## src/rtl/axil_reg_bank_pkg.sv

```systemverilog
// axil_reg_bank shared types and the address decode helper.
// Optional byte-strobe writes: define AXIL_REG_BANK_WSTRB_EN.
package axil_reg_bank_pkg;

    typedef enum logic [1:0] {
        OKAY   = 2'b00,
        SLVERR = 2'b10
    } resp_t;

    typedef enum logic [1:0] {
        W_IDLE,
        W_HAVE_A,
        W_HAVE_D,
        W_RESP
    } wr_state_t;

    typedef enum logic {
        R_IDLE,
        R_DATA
    } rd_state_t;

    typedef struct packed {
        logic        hit;
        logic [31:0] idx;
    } dec_t;

    // off wraps at the bus width, so an address below base lands out of range
    function automatic dec_t addr_decode(
        input logic [63:0] addr,
        input logic [63:0] base,
        input int          nregs,
        input int          addr_w,
        input int          lsb
    );
        logic [63:0] mask;
        logic [63:0] off;
        logic [63:0] span;
        dec_t        d;
        mask = (addr_w >= 64) ? '1 : ((64'd1 << addr_w) - 64'd1);
        off = (addr - base) & mask;
        span = 64'(nregs) << lsb;
        d.hit = (off < span);
        d.idx = 32'(off >> lsb);
        return d;
    endfunction

endpackage

```

## src/rtl/axil_reg_bank_if.sv

```systemverilog
// AXI-Lite bus bundle between an interconnect port and axil_reg_bank.
// The slave modport is the register bank side.
interface axil_reg_bank_if #(
    parameter int ADDR_W = 32,
    parameter int DATA_W = 32
);
    logic [ADDR_W-1:0]   awaddr;
    logic                awvalid;
    logic                awready;
    logic [DATA_W-1:0]   wdata;
    logic [DATA_W/8-1:0] wstrb;
    logic                wvalid;
    logic                wready;
    logic [1:0]          bresp;
    logic                bvalid;
    logic                bready;
    logic [ADDR_W-1:0]   araddr;
    logic                arvalid;
    logic                arready;
    logic [DATA_W-1:0]   rdata;
    logic [1:0]          rresp;
    logic                rvalid;
    logic                rready;

    modport slave (
        input  awaddr, awvalid, wdata, wstrb, wvalid, bready,
        input  araddr, arvalid, rready,
        output awready, wready, bresp, bvalid,
        output arready, rdata, rresp, rvalid
    );

    modport master (
        output awaddr, awvalid, wdata, wstrb, wvalid, bready,
        output araddr, arvalid, rready,
        input  awready, wready, bresp, bvalid,
        input  arready, rdata, rresp, rvalid
    );
endinterface

```

## src/rtl/axil_reg_bank.sv

```systemverilog
// AXI-Lite register bank with independent write and read FSMs.
// Byte-strobe writes are enabled by defining AXIL_REG_BANK_WSTRB_EN.
module axil_reg_bank
    import axil_reg_bank_pkg::*;
#(
    parameter int NUM_REGS = 16,
    parameter int AXI_DATA_WIDTH = 32,
    parameter int AXI_ADDR_WIDTH = 32,
    parameter logic [AXI_ADDR_WIDTH-1:0] BASE_ADDR = '0,
    parameter logic [AXI_DATA_WIDTH-1:0] RESET_VAL = '0
) (
    input  logic                      aclk,
    input  logic                      areset,
    axil_reg_bank_if.slave            s_axil,
    output logic [AXI_DATA_WIDTH-1:0] reg_q [NUM_REGS],
    output logic [NUM_REGS-1:0]       reg_wr_pulse
);

    localparam int STRB_W = AXI_DATA_WIDTH / 8;
    localparam int ADDR_LSB = $clog2(STRB_W);
    localparam int IDX_W = $clog2(NUM_REGS);

    wr_state_t w_state;
    wr_state_t w_next;
    logic awready_q;
    logic wready_q;
    logic bvalid_q;
    resp_t bresp_q;
    logic [AXI_ADDR_WIDTH-1:0] aw_addr_q;
    logic [AXI_DATA_WIDTH-1:0] w_data_q;
    logic aw_hs;
    logic w_hs;
    logic commit;
    logic [AXI_ADDR_WIDTH-1:0] c_addr;
    logic [AXI_DATA_WIDTH-1:0] c_data;
    logic [AXI_DATA_WIDTH-1:0] w_word;
    dec_t w_dec;
    logic [IDX_W-1:0] w_idx;
`ifdef AXIL_REG_BANK_WSTRB_EN
    logic [STRB_W-1:0] w_strb_q;
    logic [STRB_W-1:0] c_strb;
`endif

    rd_state_t r_state;
    rd_state_t r_next;
    logic arready_q;
    logic rvalid_q;
    resp_t rresp_q;
    logic [AXI_DATA_WIDTH-1:0] rdata_q;
    logic ar_hs;
    dec_t r_dec;
    logic [IDX_W-1:0] r_idx;

    assign aw_hs = s_axil.awvalid && awready_q;
    assign w_hs = s_axil.wvalid && wready_q;
    assign ar_hs = s_axil.arvalid && arready_q;

    // Commit picks each half from the bus or from its holding register
    always_comb begin
        w_next = w_state;
        commit = 1'b0;
        c_addr = s_axil.awaddr;
        c_data = s_axil.wdata;
`ifdef AXIL_REG_BANK_WSTRB_EN
        c_strb = s_axil.wstrb;
`endif
        unique case (w_state)
            W_IDLE: begin
                if (aw_hs && w_hs) begin
                    w_next = W_RESP;
                    commit = 1'b1;
                end else if (aw_hs) begin
                    w_next = W_HAVE_A;
                end else if (w_hs) begin
                    w_next = W_HAVE_D;
                end
            end
            W_HAVE_A: begin
                c_addr = aw_addr_q;
                if (w_hs) begin
                    w_next = W_RESP;
                    commit = 1'b1;
                end
            end
            W_HAVE_D: begin
                c_data = w_data_q;
`ifdef AXIL_REG_BANK_WSTRB_EN
                c_strb = w_strb_q;
`endif
                if (aw_hs) begin
                    w_next = W_RESP;
                    commit = 1'b1;
                end
            end
            W_RESP: begin
                if (s_axil.bready) w_next = W_IDLE;
            end
            default: w_next = W_IDLE;
        endcase
    end

    assign w_dec = addr_decode(64'(c_addr), 64'(BASE_ADDR), NUM_REGS,
                               AXI_ADDR_WIDTH, ADDR_LSB);
    assign w_idx = w_dec.idx[IDX_W-1:0];

`ifdef AXIL_REG_BANK_WSTRB_EN
    always_comb begin
        w_word = reg_q[w_idx];
        for (int b = 0; b < STRB_W; b++) begin
            if (c_strb[b]) w_word[8*b +: 8] = c_data[8*b +: 8];
        end
    end
`else
    assign w_word = c_data;
`endif

    always_ff @(posedge aclk or posedge areset) begin
        if (areset) begin
            w_state <= W_IDLE;
            awready_q <= 1'b0;
            wready_q <= 1'b0;
            bvalid_q <= 1'b0;
            bresp_q <= OKAY;
            aw_addr_q <= '0;
            w_data_q <= '0;
`ifdef AXIL_REG_BANK_WSTRB_EN
            w_strb_q <= '0;
`endif
            reg_wr_pulse <= '0;
            for (int i = 0; i < NUM_REGS; i++) reg_q[i] <= RESET_VAL;
        end else begin
            w_state <= w_next;
            awready_q <= (w_next == W_IDLE) || (w_next == W_HAVE_D);
            wready_q <= (w_next == W_IDLE) || (w_next == W_HAVE_A);
            bvalid_q <= (w_next == W_RESP);
            reg_wr_pulse <= '0;
            if (aw_hs) aw_addr_q <= s_axil.awaddr;
            if (w_hs) begin
                w_data_q <= s_axil.wdata;
`ifdef AXIL_REG_BANK_WSTRB_EN
                w_strb_q <= s_axil.wstrb;
`endif
            end
            if (commit) begin
                bresp_q <= w_dec.hit ? OKAY : SLVERR;
                if (w_dec.hit) begin
                    reg_q[w_idx] <= w_word;
                    reg_wr_pulse[w_idx] <= 1'b1;
                end
            end
        end
    end

    always_comb begin
        r_next = r_state;
        unique case (r_state)
            R_IDLE: if (ar_hs) r_next = R_DATA;
            R_DATA: if (s_axil.rready) r_next = R_IDLE;
            default: r_next = R_IDLE;
        endcase
    end

    assign r_dec = addr_decode(64'(s_axil.araddr), 64'(BASE_ADDR), NUM_REGS,
                               AXI_ADDR_WIDTH, ADDR_LSB);
    assign r_idx = r_dec.idx[IDX_W-1:0];

    // Reads sample the register array before any same-edge write lands
    always_ff @(posedge aclk or posedge areset) begin
        if (areset) begin
            r_state <= R_IDLE;
            arready_q <= 1'b0;
            rvalid_q <= 1'b0;
            rresp_q <= OKAY;
            rdata_q <= '0;
        end else begin
            r_state <= r_next;
            arready_q <= (r_next == R_IDLE);
            rvalid_q <= (r_next == R_DATA);
            if (ar_hs) begin
                rdata_q <= r_dec.hit ? reg_q[r_idx] : '0;
                rresp_q <= r_dec.hit ? OKAY : SLVERR;
            end
        end
    end

    assign s_axil.awready = awready_q;
    assign s_axil.wready = wready_q;
    assign s_axil.bvalid = bvalid_q;
    assign s_axil.bresp = bresp_q;
    assign s_axil.arready = arready_q;
    assign s_axil.rvalid = rvalid_q;
    assign s_axil.rresp = rresp_q;
    assign s_axil.rdata = rdata_q;

endmodule

```

## src/flat_wrapper.sv

```systemverilog
// flat-port wrapper written by rule: the top's interface ports become plain ports
module axil_reg_bank_flat import axil_reg_bank_pkg::*;
#(
    parameter int NUM_REGS = 16,
    parameter int AXI_DATA_WIDTH = 32,
    parameter int AXI_ADDR_WIDTH = 32,
    parameter logic [AXI_ADDR_WIDTH-1:0] BASE_ADDR = '0,
    parameter logic [AXI_DATA_WIDTH-1:0] RESET_VAL = '0
)
  (aclk, areset, reg_q, reg_wr_pulse, s_axil_awaddr, s_axil_awvalid, s_axil_wdata, s_axil_wstrb, s_axil_wvalid, s_axil_bready, s_axil_araddr, s_axil_arvalid, s_axil_rready, s_axil_awready, s_axil_wready, s_axil_bresp, s_axil_bvalid, s_axil_arready, s_axil_rdata, s_axil_rresp, s_axil_rvalid);
  axil_reg_bank_if #(.ADDR_W(32), .DATA_W(32)) s_axil_i ();
  input  logic aclk;
  input  logic areset;
  output logic [AXI_DATA_WIDTH-1:0] reg_q[NUM_REGS];
  output logic [NUM_REGS-1:0] reg_wr_pulse;
  input wire logic [$bits(s_axil_i.awaddr)-1:0] s_axil_awaddr;
  input wire logic [$bits(s_axil_i.awvalid)-1:0] s_axil_awvalid;
  input wire logic [$bits(s_axil_i.wdata)-1:0] s_axil_wdata;
  input wire logic [$bits(s_axil_i.wstrb)-1:0] s_axil_wstrb;
  input wire logic [$bits(s_axil_i.wvalid)-1:0] s_axil_wvalid;
  input wire logic [$bits(s_axil_i.bready)-1:0] s_axil_bready;
  input wire logic [$bits(s_axil_i.araddr)-1:0] s_axil_araddr;
  input wire logic [$bits(s_axil_i.arvalid)-1:0] s_axil_arvalid;
  input wire logic [$bits(s_axil_i.rready)-1:0] s_axil_rready;
  output wire logic [$bits(s_axil_i.awready)-1:0] s_axil_awready;
  output wire logic [$bits(s_axil_i.wready)-1:0] s_axil_wready;
  output wire logic [$bits(s_axil_i.bresp)-1:0] s_axil_bresp;
  output wire logic [$bits(s_axil_i.bvalid)-1:0] s_axil_bvalid;
  output wire logic [$bits(s_axil_i.arready)-1:0] s_axil_arready;
  output wire logic [$bits(s_axil_i.rdata)-1:0] s_axil_rdata;
  output wire logic [$bits(s_axil_i.rresp)-1:0] s_axil_rresp;
  output wire logic [$bits(s_axil_i.rvalid)-1:0] s_axil_rvalid;
  assign s_axil_i.awaddr = s_axil_awaddr;
  assign s_axil_i.awvalid = s_axil_awvalid;
  assign s_axil_i.wdata = s_axil_wdata;
  assign s_axil_i.wstrb = s_axil_wstrb;
  assign s_axil_i.wvalid = s_axil_wvalid;
  assign s_axil_i.bready = s_axil_bready;
  assign s_axil_i.araddr = s_axil_araddr;
  assign s_axil_i.arvalid = s_axil_arvalid;
  assign s_axil_i.rready = s_axil_rready;
  assign s_axil_awready = s_axil_i.awready;
  assign s_axil_wready = s_axil_i.wready;
  assign s_axil_bresp = s_axil_i.bresp;
  assign s_axil_bvalid = s_axil_i.bvalid;
  assign s_axil_arready = s_axil_i.arready;
  assign s_axil_rdata = s_axil_i.rdata;
  assign s_axil_rresp = s_axil_i.rresp;
  assign s_axil_rvalid = s_axil_i.rvalid;
  axil_reg_bank #(.NUM_REGS(NUM_REGS), .AXI_DATA_WIDTH(AXI_DATA_WIDTH), .AXI_ADDR_WIDTH(AXI_ADDR_WIDTH), .BASE_ADDR(BASE_ADDR), .RESET_VAL(RESET_VAL)) u_core (.aclk(aclk), .areset(areset), .s_axil(s_axil_i), .reg_q(reg_q), .reg_wr_pulse(reg_wr_pulse));
endmodule
```

## config.mk

```make
export PLATFORM = sky130hd
export DESIGN_NAME = axil_reg_bank_flat
export DESIGN_NICKNAME = d
export VERILOG_FILES = /design/src/rtl/axil_reg_bank_pkg.sv /design/src/rtl/axil_reg_bank_if.sv /design/src/rtl/axil_reg_bank.sv /design/src/flat_wrapper.sv
export SDC_FILE = /design/constraint.sdc
export NUM_CORES = 1
export LEC_CHECK = 0
export ABC_AREA = 1
export CORE_MARGIN = 1.5
export CORE_UTILIZATION = 25
export DETAILED_ROUTE_END_ITERATION = 10
export PLACE_DENSITY_LB_ADDON = 0.3
export SLEW_MARGIN = 40
export SYNTH_ARGS = -nofsm -noshare
export SYNTH_HDL_FRONTEND = slang
export SYNTH_SLANG_ARGS = --single-unit
```

## constraint.sdc

```tcl
create_clock -name aclk -period 72.5 [get_ports aclk]
set_input_delay 21.75 -clock aclk [delete_from_list [all_inputs] [get_ports aclk]]
set_output_delay 21.75 -clock aclk [all_outputs]
set_load 0.005 [all_outputs]
```

==> results of run 1 <==
## kinds of logic after synthesis
group	share of synthesized area [%]
AOI/OAI and AO/OA	1.442
buffers and inverters	6.081
DFF	51.13
muxes	0.4375
other	0.01214
and+or+nand+nor	40.90
## synthesized netlist by cell type
library cell,instances
and2_0,4
clkbuf_1,243
o21ai_0,45
buf_1,28
a21oi_1,39
buf_2,100
inv_1,79
nor2_1,84
buf_6,1
nor3_1,1
nand2_1,1696
nand4_1,524
nor4_1,1
and2_1,1
buf_4,5
a21oi_4,1
conb_1,1
mux2_2,12
dfrtp_1,631
nand2_2,4
inv_2,4
nand3_1,493
a2bb2oi_1,1
nor2_2,12
nand4_2,5
## sequential cells by signal, indices dropped and copies added (netlist names)
signal / flops
u_core.reg_q: 512
u_core.s_axil.rdata: 32
u_core.w_data_q: 32
u_core.aw_addr_q: 30
u_core.reg_wr_pulse: 16
u_core.w_state: 2
u_core.r_state: 1
u_core.s_axil.arready: 1
u_core.s_axil.awready: 1
u_core.s_axil.bresp: 1
u_core.s_axil.bvalid: 1
u_core.s_axil.rresp: 1
u_core.s_axil.wready: 1
## routing by layer
metal,vias to the layer above,track usage (%)
met5,-,0
met4,2,7.556
met3,212,6.905
met2,1537,34.27
met1,15540,34.33
li1,14370,-
## how the worst min path moves through the flow
stage                            startpoint                      end  slack, ps  cells past startpoint
finish              u_core.s_axil.rdata[15]  u_core.s_axil.rdata[15]        480                      2
global route            u_core.w_data_q[18]      u_core.w_data_q[18]        500                      2
global placement    u_core.s_axil.rdata[20]  u_core.s_axil.rdata[20]        460                      2
floorplan              u_core.aw_addr_q[12]     u_core.aw_addr_q[12]        450                      2
CTS                  u_core.s_axil.rdata[2]   u_core.s_axil.rdata[2]        480                      2
detailed placement   u_core.s_axil.rdata[2]   u_core.s_axil.rdata[2]        470                      2
## worst register-to-register path, delay by kind of cell (launching register included)
family                 cells  cell delay, ps
buffers and inverters      3            2060
and+or+nand+nor            5            1120
DFF                        1             640
AOI/OAI and AO/OA          1             390
## area by class of cell
type / instances / area [sq um]
diodes: 2 / 5.005
well taps: 1625 / 2033
repair buffers: 758 / 7601
inverters: 83 / 337.8
flip-flops and latches: 631 / 15790
clock inverters: 32 / 442.9
multi-input cells: 2925 / 13540
fillers: 12680 / 80190
clock buffers: 114 / 2261
## power by group through the flow
stage / clock, W / combinational [W] / sequential, W
after floorplan: 0 / 0.000112 / 0.000385
after global placement: 0 / 0.000220 / 0.000387
after detailed placement: 0 / 0.000230 / 0.000388
after CTS: 0.000424 / 0.000230 / 0.000382
after global routing: 0.000437 / 0.000247 / 0.000384
final: 0.000414 / 0.000233 / 0.000382
## through the flow
stage / hold slack [ps] / power (W) / cell area [sq um]
floorplan: 453.7 / 0.0004968 / 30890
global placement: 464.7 / 0.0006065 / 38890
detailed placement: 466.5 / 0.0006177 / 39240
CTS: 481.8 / 0.001036 / 41940
global route: 502.5 / 0.001068 / 42000
finish: 481.3 / 0.001029 / 42010
==> metrics.txt, run 1 <==
status complete, no violations; layout net count 4587; DRC viols 0; Reg2Reg Depth 9; Critical Path Source Type input port; final count of hold timing violations 0; most frequent cells in the layout nand2_1 (1694), clkdlybuf4s50_1 (661), dfrtp_1 (631); commonest non-fill, non-tap cell in the layout nand2_1; Avg WL per Cell 25.06 um; Synth area leader dfrtp_1; Setup crit start s_axil_wvalid; layout cells sized above 1 6.449%; RSZ-0062 raised after global routing false; crit path DAT 25760 ps; Setup-failing EPs final 0; GRT Total Usage 23.91%; worst setup margin 47340 ps; Worst path slowest cell buf_6; Area Overhead vs Synth 36.02%; Die H 354.5 um; cell area power density 24.49 nW/um^2; period utilization 34.71%; Post-DRT Antenna Nets 0; synth warn 0; WL final 154600 um; grt total ovfl 0; type of the worst setup path in -> reg; Sw Pwr 0.0003719 W; FP Rows 128; worst relative slew slack 38.45%; global placer's final weighted congestion 0.8781; crit path capture type register; setup bufs post-CTS 0; Setup crit end u_core.reg_q[463]; Int Pwr 0.0006570 W; num ports 676; clock share of power 40.3%; antenna violations before repair 6; PortBufs 665; drt first pass iters 5; worst r2r src u_core.w_state[0]; flop-to-flop setup slack 68210 ps; Net Sw Frac 36.14%; Comb pwr share 22.6%; flops & latches, synth 631; critical-path cell list clkdlybuf4s50_1, nand2_2, buf_4, nand2_1, nand3_1, a21oi_4, buf_4, buf_6, buf_6, nand4_1, nand2_1; vias in the first global route 29740; post-place setup slack 46590 ps; clk sink count 631; Cell Count, Final, Fillers Out 6170; setup TNS 0 ps; max incr delay on CP 670 ps; synthesized cell area 30880 sq um; synthesized instance count 4015; Final Slew Violations 0; Highest Clock Rate 39.74 MHz; placed insts 6020; Initial Util 25.27%; core area 122200 sq um; top cell type's share of synthesized area 51.13%; skew final 44.73 ps; pin count of the biggest net entering global routing 179; P_leak 19.88 nW; CTS clk-pin slew, worst paths 60 ps; register area share after synthesis 51.13%; buffers and inverters on the worst path 5; Worst Path Required 73100 ps; DR WL met2 64950 um; post-cts hold buffer count 0; DR vias 31660; DIE WIDTH 354.5 um; root buf cell clkbuf_16; WL met1 69490 um; Skew-Pair Late Insertion Delay 680 ps; Die Area 125700 sq um; synth unique cells 25; CTS tree done; top sig layer met5; post-DP HPWL 104700 um; Post-Syn Area per Cell 7.692 sq um; family with the most delay on the worst path buffers and inverters; Worst Tran Pin Value 923.2 ps; CP max FO 97; Final Critical Period 25160 ps; peak supply drop 26.64 uV; Core Util, Final 34.38%; Crit path depth 11; Hold Path Class reg -> reg; CTS max path bufs 3; WL met3 15130 um; total CTS buffers 81; Max Cap Violations 0; vias per std cell 5.131; power share of the sequential group 37.1%; count of routing violations after the opening detailed-route iteration 3026; global-route wire length before repair 221900 um; CTS resizes 0; CTS H-tree depth 3; r2r endpoint u_core.reg_q[463]; ranking of synthesized cells by area dfrtp_1 (51%), nand2_1 (21%), nand4_1 (11%)
Power figures use the tool's default switching activity.
==> run 2, diff against run 1 <==
==> constraint.sdc (replaced) <==
create_clock -name aclk -period 20.8 [get_ports aclk]
set_input_delay 6.24 -clock aclk [delete_from_list [all_inputs] [get_ports aclk]]
set_output_delay 6.24 -clock aclk [all_outputs]
set_load 0.005 [all_outputs]
==> run 2 against run 1 <==
  * Highest routed layer unchanged
  * Combinational power increased to 3.4 times the previous value
  * Register-to-register slack got worse by 52000 ps
  * Global-route usage about the same
  * Cell count about the same
  * First-iteration DRC count decreased by 0.13%
  * Critical endpoint is now u_core.reg_q[186]
  * Largest cell class unchanged
  * Utilization decreased by 0.13 points
==> metrics.txt, run 2 (synthesis results as in run 1) <==
status complete, no violations; setup TNS 0 ps; Setup-failing EPs final 0; DR vias 31520; CTS tree done; flop-to-flop setup slack 16020 ps; Skew-Pair Late Insertion Delay 650 ps; Worst Tran Pin Value 860.2 ps; Hold Crit Start u_core.s_axil.rdata[28]; total CTS buffers 79; Max Cap Violations 0; cell area power density 84.74 nW/um^2; Die Area 125700 sq um; GRT Total Usage 23.87%; CTS clk-pin slew, worst paths 60 ps; Reg2Reg Depth 10; Final Critical Period 10210 ps; num ports 676; DRC viols 0; global placer's final weighted congestion 0.8465; antenna violations before repair 11; Highest Clock Rate 97.92 MHz; post-DP HPWL 104700 um; vias in the first global route 29900; number of flip-flops in the largest register 512; type of the worst setup path in -> reg; Comb pwr share 22.6%; Die H 354.5 um; Net Sw Frac 35.44%; worst hold endpoint u_core.s_axil.rdata[28]; crit path capture type register; final count of hold timing violations 0; commonest non-fill, non-tap cell in the layout nand2_1; Area Overhead vs Synth 35.52%; Int Pwr 0.002290 W; clk sink count 631; worst r2r src u_core.w_state[0]; core area 122200 sq um; vias per std cell 5.107; Avg WL per Cell 24.93 um; global-route wire length before repair 221700 um; r2r endpoint u_core.reg_q[186]; DIE WIDTH 354.5 um; RSZ-0062 raised after global routing false; post-cts hold buffer count 0; most frequent cells in the layout nand2_1 (1695), clkdlybuf4s50_1 (661), dfrtp_1 (631); Sw Pwr 0.001257 W; Worst Path Required 21360 ps; peak supply drop 74.04 uV; crit path DAT 10780 ps; power share of the sequential group 37.5%; drt first pass iters 7; count of routing violations after the opening detailed-route iteration 3022; Hold Path Class reg -> reg; CTS resizes 0; clock share of power 39.9%; setup bufs post-CTS 0; worst relative slew slack 42.66%; grt total ovfl 0; layout cells sized above 1 6.227%; PortBufs 665; pin count of the biggest net entering global routing 178; period utilization 49.10%; skew final 31.87 ps; FP Rows 128; WL final 153900 um; CTS max path bufs 3; Initial Util 25.27%; most flop-heavy register u_core.reg_q; Critical Path Source Type input port; CTS H-tree depth 3; root buf cell clkbuf_16; Final Slew Violations 0; layout net count 4595; Post-DRT Antenna Nets 0; CP max FO 105; P_leak 19.88 nW; Design Power 0.003547 W; hold path depth 2
## run 2: cell types whose count changed in the layout (fill, tap and decap cells not counted), moves of 3 or more
cell,delta
a21oi_1,+19
buf_4,+11
a21oi_2,-10
a21oi_4,-9
clkbuf_1,-8
clkbuf_8,+7
buf_6,-5
clkinv_16,-3
clkinv_2,-3
inv_16,-3
inv_6,+3
## run 2: worst max-delay path, stage by stage
cell and delay, ps:
clkdlybuf4s50_1 470, nand2_2 50, buf_4 310, nand2_1 170
nand3_1 220, a21oi_4 170, buf_4 690, buf_6 630
buf_6 620, buf_6 700, nand4_1 180, nand2_1 110
## run 2: power groups by stage
stage / registers (W) / logic (W) / clock network (W)
final: 0.00133 / 0.000803 / 0.00141
after detailed placement: 0.00135 / 0.000792 / 0
after global routing: 0.00134 / 0.000855 / 0.00148
after CTS: 0.00133 / 0.000794 / 0.00144
after global placement: 0.00135 / 0.000770 / 0
after floorplan: 0.00134 / 0.000389 / 0
## run 2: layer usage
layer  part of all wire, %  vias to the layer above  global-route usage (%)
li1                      -                    14410                       -
met2                    43                     1281                   34.52
met4                   3.8                        6                   8.769
met3                   7.8                      242                   5.522
met1                    46                    15590                   34.42
met5                 0.025                        -                       0
## run 2: per-stage QoR
stage | cells | area (sq um) | hold WS [ps] | utilization [%] | worst slack [ps]
finish | 6172 | 41850 | 478.2 | 34.25 | 10590
global route | 6170 | 41850 | 504.1 | 34.25 | 10340
CTS | 6168 | 41780 | 480.4 | 34.19 | 10530
detailed placement | 6030 | 39180 | 465.0 | 32.06 | 9842
global placement | 6018 | 38880 | 464.1 | 31.82 | 9334
floorplan | 4016 | 30890 | 453.7 | - | 5943
## run 2: final cells by class
| type | instances | area (sq um) |
|---|---|---|
| Sequential cell | 631 | 15790 |
| Clock buffer | 112 | 2302 |
| Fill cell | 12690 | 80340 |
| Timing Repair Buffer | 768 | 7717 |
| Inverter | 83 | 330.3 |
| Multi-Input combinational cell | 2925 | 13380 |
| Antenna cell | 2 | 5.005 |
| Tap cell | 1625 | 2033 |
| Clock inverter | 26 | 299.0 |
## run 2: how the worst max path moves through the flow
stage,to,slack [ps],startpoint,cells past startpoint
3_5_place_dp,u_core.reg_q[186],9840,s_axil_wvalid,12
6_report,u_core.reg_q[186],10590,s_axil_wvalid,12
5_1_grt,u_core.reg_q[247],10340,s_axil_wvalid,12
3_3_place_gp,u_core.reg_q[218],9330,s_axil_wvalid,12
4_1_cts,u_core.reg_q[186],10530,s_axil_wvalid,12
2_1_floorplan,u_core.aw_addr_q[10],5940,areset,1
